--- config.mk ---
export PLATFORM = sky130hd
export DESIGN_NAME = alu_issue_stage
export DESIGN_NICKNAME = d
export VERILOG_FILES = /design/src/rtl/alu_issue_stage_pkg.sv /design/src/rtl/alu_issue_stage_regfile.sv /design/src/rtl/alu_issue_stage.sv
export SDC_FILE = /design/constraint.sdc
export NUM_CORES = 2
export LEC_CHECK = 0
export BUFFER_PORTS_ARGS = -buffer_cell sky130_fd_sc_hd__buf_2
export CORE_MARGIN = 5
export CORE_UTILIZATION = 56
export CTS_BUF_LIST = sky130_fd_sc_hd__clkbuf_8 sky130_fd_sc_hd__clkbuf_16
export DETAILED_ROUTE_END_ITERATION = 6
export GPL_TIMING_DRIVEN = 0
export PLACE_DENSITY_LB_ADDON = 0.1
export RECOVER_POWER = 100
export SETUP_SLACK_MARGIN = 0.02
export SYNTH_ARGS = -nofsm -noshare
export SYNTH_HDL_FRONTEND = slang
export SYNTH_HIERARCHICAL = 1
export SYNTH_SLANG_ARGS = --single-unit
--- constraint.sdc ---
create_clock -name clk -period 2.9 [get_ports clk]
set_clock_uncertainty 0.05 [all_clocks]
set_input_delay 0.725 -clock clk [delete_from_list [all_inputs] [get_ports clk]]
set_output_delay 0.725 -clock clk [all_outputs]
set_load 0.005 [all_outputs]
--- src/rtl/alu_issue_stage_pkg.sv ---
// Shared definitions for the ALU operand-issue stage: default sizes and the
// opcode encodings the downstream ALU understands.
package alu_issue_stage_pkg;

    localparam int WORD_SIZE_DEF = 64;
    localparam int NREGS_DEF     = 16;

    typedef logic [3:0] alu_op_t;

    // Opcodes are forwarded untouched; these names exist for readability
    // and for the reset value of the opcode register.
    localparam alu_op_t OP_ADD = 4'b0000;
    localparam alu_op_t OP_SUB = 4'b0001;
    localparam alu_op_t OP_OR  = 4'b0011;
    localparam alu_op_t OP_AND = 4'b0100;
    localparam alu_op_t OP_SHL = 4'b1001;
    localparam alu_op_t OP_SHR = 4'b1010;

endpackage

--- src/rtl/alu_issue_stage_regfile.sv ---
// Register file for the issue stage: NREGS x WORD_SIZE, one synchronous write
// port fed by ALU writeback, two combinational read ports that see a
// same-cycle writeback through a bypass. r0 is hardwired to zero.
module issue_regfile
    import alu_issue_stage_pkg::*;
#(
    parameter int WORD_SIZE = WORD_SIZE_DEF,
    parameter int NREGS     = NREGS_DEF,
    localparam int REG_W    = $clog2(NREGS)
) (
    input  logic                 clk,
    input  logic                 rst_n,
    input  logic                 wr_en,
    input  logic [REG_W-1:0]     wr_addr,
    input  logic [WORD_SIZE-1:0] wr_data,
    input  logic [REG_W-1:0]     rd_addr1,
    output logic [WORD_SIZE-1:0] rd_data1,
    input  logic [REG_W-1:0]     rd_addr2,
    output logic [WORD_SIZE-1:0] rd_data2
);

    logic [WORD_SIZE-1:0] regs [NREGS];

    // Storage update: writes to r0 are dropped so it keeps its reset value.
    always_ff @(posedge clk or negedge rst_n) begin
        if (!rst_n) begin
            // NOTE: the whole array is reset on purpose: a reset drops all
            // architectural state, so this storage is flops, not a RAM macro.
            for (int i = 0; i < NREGS; i++) begin
                // NOTE: sequential state uses <= so every flop samples the
                // pre-edge values regardless of statement order.
                regs[i] <= '0;
            end
        end else if (wr_en && wr_addr != '0) begin
            regs[wr_addr] <= wr_data;
        end
    end

    // Read ports: r0 is zero, otherwise a matching writeback wins over storage.
    always_comb begin
        // NOTE: every output gets a default first so no path infers a latch.
        rd_data1 = regs[rd_addr1];
        rd_data2 = regs[rd_addr2];
        if (wr_en && wr_addr == rd_addr1) rd_data1 = wr_data;
        if (wr_en && wr_addr == rd_addr2) rd_data2 = wr_data;
        if (rd_addr1 == '0) rd_data1 = '0;
        if (rd_addr2 == '0) rd_data2 = '0;
    end

endmodule

--- src/rtl/alu_issue_stage.sv ---
// Operand-issue stage in front of the ALU: reads sources from the register
// file, stalls on scoreboard hazards (RAW and WAW), and presents registered
// operands to the ALU through a valid/ready pipeline register.
module alu_issue_stage
    import alu_issue_stage_pkg::*;
#(
    parameter int WORD_SIZE = WORD_SIZE_DEF,
    parameter int NREGS     = NREGS_DEF,
    localparam int REG_W    = $clog2(NREGS)
) (
    input  logic                 clk,
    input  logic                 rst_n,
    input  logic                 in_valid,
    output logic                 in_ready,
    input  logic [3:0]           in_op,
    input  logic [REG_W-1:0]     in_rd,
    input  logic [REG_W-1:0]     in_rs1,
    input  logic [REG_W-1:0]     in_rs2,
    input  logic                 in_use_imm,
    input  logic [WORD_SIZE-1:0] in_imm,
    input  logic                 wb_en,
    input  logic [REG_W-1:0]     wb_addr,
    input  logic [WORD_SIZE-1:0] wb_data,
    output logic [WORD_SIZE-1:0] alu_d1,
    output logic [WORD_SIZE-1:0] alu_d2,
    output logic [3:0]           alu_op,
    output logic [REG_W-1:0]     out_rd,
    output logic                 out_valid,
    input  logic                 out_ready
);

    logic [NREGS-1:0]     pend;
    logic [NREGS-1:0]     wb_mask;
    logic [NREGS-1:0]     set_mask;
    logic [NREGS-1:0]     pend_eff;
    logic [WORD_SIZE-1:0] rs1_data;
    logic [WORD_SIZE-1:0] rs2_data;
    logic [WORD_SIZE-1:0] d2_sel;
    logic                 hz;
    logic                 accept;

    issue_regfile #(
        .WORD_SIZE (WORD_SIZE),
        .NREGS     (NREGS)
    ) u_regfile (
        .clk      (clk),
        .rst_n    (rst_n),
        .wr_en    (wb_en),
        .wr_addr  (wb_addr),
        .wr_data  (wb_data),
        .rd_addr1 (in_rs1),
        .rd_data1 (rs1_data),
        .rd_addr2 (in_rs2),
        .rd_data2 (rs2_data)
    );

    // Hazard detection and handshake: a pending bit being cleared by this
    // cycle's writeback no longer blocks issue.
    always_comb begin
        wb_mask  = '0;
        set_mask = '0;
        if (wb_en) wb_mask = NREGS'(1) << wb_addr;
        pend_eff = pend & ~wb_mask;
        hz       = pend_eff[in_rs1] | (!in_use_imm & pend_eff[in_rs2]) | pend_eff[in_rd];
        in_ready = rst_n & (!out_valid | out_ready) & !hz;
        accept   = in_valid & in_ready;
        if (accept && in_rd != '0) set_mask = NREGS'(1) << in_rd;
        d2_sel   = in_use_imm ? in_imm : rs2_data;
    end

    // Scoreboard: clear on writeback, set on issue; set wins on the same index.
    always_ff @(posedge clk or negedge rst_n) begin
        if (!rst_n) begin
            pend <= '0;
        end else begin
            pend <= (pend & ~wb_mask) | set_mask;
        end
    end

    // Pipeline register to the ALU: load on accept, drain on out_ready, else hold.
    always_ff @(posedge clk or negedge rst_n) begin
        if (!rst_n) begin
            out_valid <= 1'b0;
            alu_d1    <= '0;
            alu_d2    <= '0;
            alu_op    <= OP_ADD;
            out_rd    <= '0;
        end else if (accept) begin
            out_valid <= 1'b1;
            alu_d1    <= rs1_data;
            alu_d2    <= d2_sel;
            alu_op    <= in_op;
            out_rd    <= in_rd;
        end else if (out_ready) begin
            out_valid <= 1'b0;
        end
    end

endmodule

==> metrics.md <==
| Metric | Value |
|---|---|
| Crit start category | input pin |
| Post-Synth Adder-Cell Area | 0 |
| Clk root buf | clkbuf_16 |
| Worst rel slew slack | -0.284 |
| Internal Power | 38.3 mW |
| Top_reg_cell synth | dfrtp_1 |
| Unique masters post-synth | 61 |
| Layout cells sized above 1 | 0.545 |
| Failing checks | capacitance limit, slew limit, setup timing |
| Number of flops mapped to enable cells by yosys | 0 |
| P_sw | 14.7 mW |
| DRC | 0 |
| Initial Util | 0.562 |
| Synth warn | 6 |
| Layout area overhead | 14.3% |
| GR Util All Layers | 0.335 |
| Mapped cell area | 0.0620 mm² |
| DRT antenna net count | 0 |
| Syn Nets | 4166 |
| Async set-reset flop share out of synthesis | 1.00 |
| Critical path type | in2reg |
| Worst-skew pair later-pin latency | 0.73 ns |
| Num rows | 122 |
| Worst-Margin Slew | 1.93 ns |
| Overall power | 53.1 mW |
| Total Nets Final | 4635 |
| Vias per cell | 6.73 |
| Worst-path fanout max | 10 |
| Routability cong. | 0.891 |
| Cells after synthesis | 4012 |
| Num CTS Buffers | 131 |
| Syn_area_per_cell | 15.5 µm² |
| Clock slew seen by the registers of the worst setup and hold paths | 0.05 ns |
| Final setup viols | 424 |
| Gate power share | 0.242 |
| Pre-CTS setup slack | -3.57 ns |
| Leakage | 31.1 nW |
| Worst EP required | 3.46 ns |
| Crit. End Element | register |
| Fin Setup TNS | -75.27 ns |
| Peak Freq | 0.291 GHz |
| Max Cap Viol | 2 |
| Final WL | 196000 µm |
| Initial antenna violation count | 18 |
| Area of the die | 0.118 mm² |
| Slew Viols, Final | 111 |
| Area fraction in compound gates after synthesis | 0.0422 |
| DIE WIDTH | 343 µm |
| Clk pwr share | 0.320 |
| Number of DRC markers in iteration 0 | 3939 |
| Die Ht | 343 µm |
| Number of detailed-route iterations in the first pass | 5 |
| Vias in the first global route | 42000 |
| Final hold vios | 0 |
| PD cells | 748 mW/mm² |
| Post-synthesis simple-gate area fraction | 0.0141 |
| Largest family of logic cells by synthesized area | multiplexers |
| Part of the power in registers | 0.439 |
| Hpwl dp | 129000 µm |
| Hold Path Class | in2async |
| Post-synthesis sequential area ratio | 0.475 |
| Crit path DAT | 3.99 ns |
| Fill cells | 8147 |
| Sw frac | 0.278 |
| CTS Buffer Depth | 3 |
| CTS tree | yes |
| Final min period | 3.43 ns |
| XOR/XNOR share of the synthesized area | 0.00113 |
| First-pass GRT wire length | 288000 µm |
| Max rail drop VDD | 485 µV |
| Vias | 40900 |
| Status | complete, but fails checks |
| Final worst setup slack | -0.532 ns |
| Fin crit share | 1.18 |
| Post-synthesis mux area share | 0.428 |
| Clock Sinks | 1177 |
| Largest net degree at the start of global routing | 172 |
| Residual overflow from global routing | 0 |
| Core Area | 0.110 mm² |
| H-tree Lvls | 4 |
| Port-buffer cells | 286 |
| Number of synthesized register bits | 1177 |
| RSZ-0062 raised after global routing | yes |
| WL per Instance | 32.2 µm |
| # IOs | 292 |
## cells in the mapped netlist (5+ instances only)
library cell     n  area share
buf_2          166       0.013
mux4_2         512        0.19
clkbuf_1       197       0.012
buf_1           12     0.00073
o21ai_0          9     0.00073
nor2_2           9     0.00091
dfrtp_1       1177        0.47
nor4_1           5     0.00050
a21o_1           5     0.00061
buf_6           58       0.011
nor3_1          10     0.00081
o21ai_1          6     0.00048
xor2_1           6     0.00085
mux2i_1        195       0.031
mux2_1           5     0.00091
a21oi_1          8     0.00065
o31ai_1          8     0.00097
nand2b_1        14      0.0014
o211ai_1         6     0.00073
a22o_1         127       0.018
nand2_1         80      0.0048
mux2_2        1157        0.21
buf_4           20      0.0024
nor2b_1          8     0.00081
a22oi_1        126       0.015
nand3b_1         8     0.00097
nor2_1          14     0.00085
## layout make-up
| cell class | instances | area (µm²) | share of cell area |
|---|---|---|---|
| tap | 1488 | 1860 | 0.0263 |
| clock inverter | 59 | 467 | 0.00658 |
| sequential | 1177 | 29500 | 0.415 |
| antenna | 14 | 35.0 | 0.000494 |
| clock buffer | 168 | 3920 | 0.0553 |
| inverter | 4 | 15.0 | 0.000212 |
| buffer | 452 | 2710 | 0.0382 |
| multi-input combinational | 2377 | 30400 | 0.428 |
| timing repair buffer | 338 | 2100 | 0.0296 |
## metrics by stage
| stage | cell area (µm²) | hold WS, ns | std cells | util |
|---|---|---|---|---|
| floorplan | 62100 | 0.379 | 4012 | - |
| detailed placement | 65600 | 0.414 | 5794 | 0.595 |
| global placement | 65400 | 0.401 | 5786 | 0.592 |
| finish | 70900 | 0.0885 | 6077 | 0.643 |
| global route | 70900 | 0.118 | 6070 | 0.642 |
| CTS | 71100 | 0.0174 | 6055 | 0.644 |
## power groups by stage
stage | logic, mW | registers, mW | clock network [mW]
2_1_floorplan | 8.85 | 22.6 | 0
3_3_place_gp | 12.2 | 23.3 | 0
3_5_place_dp | 12.5 | 23.4 | 0
4_1_cts | 12.9 | 23.2 | 17.2
5_1_grt | 13.7 | 23.7 | 17.9
6_report | 12.8 | 23.3 | 17.0
## layout by cell type, fill, tap and decap left out, types with 9 or more instances in the layout
cell type  instances
a22o_1           127
a22oi_1          125
buf_1             10
buf_12            12
buf_16            12
buf_2            419
buf_4             47
buf_6             68
clkbuf_1         192
clkbuf_16        143
clkbuf_2          18
clkbuf_8          26
clkinv_2          17
dfrtp_1         1177
diode_2           14
inv_1             35
mux2_2          1155
mux2i_1          195
mux4_2           512
nand2_1           79
nand2b_1          13
nor2_1            13
nor2_2            10
nor3_1             9
## cell families (layout without fill, tap and decap cells)
group,after synthesis,after routing
muxes,1869,1869
buffers and inverters,458,1021
AOI/OAI and AO/OA,327,327
DFF,1177,1177
other,0,14
and+or+nand+nor,173,173
xor gates and xnor gates,8,8
## sequential cells by signal, summed over array words and instances (netlist names)
signal and flops:
alu_d1 64, alu_d2 64, alu_op 4, out_rd 4
out_valid 1, pend 16, u_regfile/regs 1024
## routing by layer
layer | track usage | vias to the layer above | part of all wire
li1 | - | 16500 | -
met1 | 0.483 | 21800 | 0.40
met2 | 0.493 | 2144 | 0.45
met3 | 0.0963 | 404 | 0.11
met4 | 0.122 | 6 | 0.037
met5 | 0 | - | 0.00015
## worst max-delay path: stages
cell	delay, ns
buf_4	0.16
nand3b_1	0.21
buf_6	0.18
o21ai_4	0.19
mux2_2	0.19
o32ai_1	0.07
or4_4	0.58
buf_4	0.16
nor4_1	0.33
bufbuf_16	0.39
buf_12	0.14
buf_6	0.13
buf_12	0.15
mux2_2	0.35
## final timing paths
kind | start | endpoint | slack (ns) | cells after the start
setup / recovery | wb_addr[0] | alu_d2[63] | -0.53 | 14
hold / removal | rst_n | u_regfile/regs[122] | 0.09 | 2
setup reg to reg | pend[9] | alu_d2[63] | -0.47 | 12
hold reg to reg | u_regfile/regs[996] | u_regfile/regs[996] | 0.43 | 1
max in group asynchronous | rst_n | u_regfile/regs[847] | -0.13 | 5
min in group clk | in_op[3] | alu_op[3] | 0.18 | 2
## timing repair
item                                    in CTS  in global routing
gates resized for setup                    119                 18
hold buffers                                 2                  0
hold endpoints to repair                    82                  0
endpoints found under the setup margin     153                157
pin swaps                                   15                  2
cloned                                      15                  0
setup buffers                               19                  8
No activity file was read; power rests on OpenSTA's default activity.
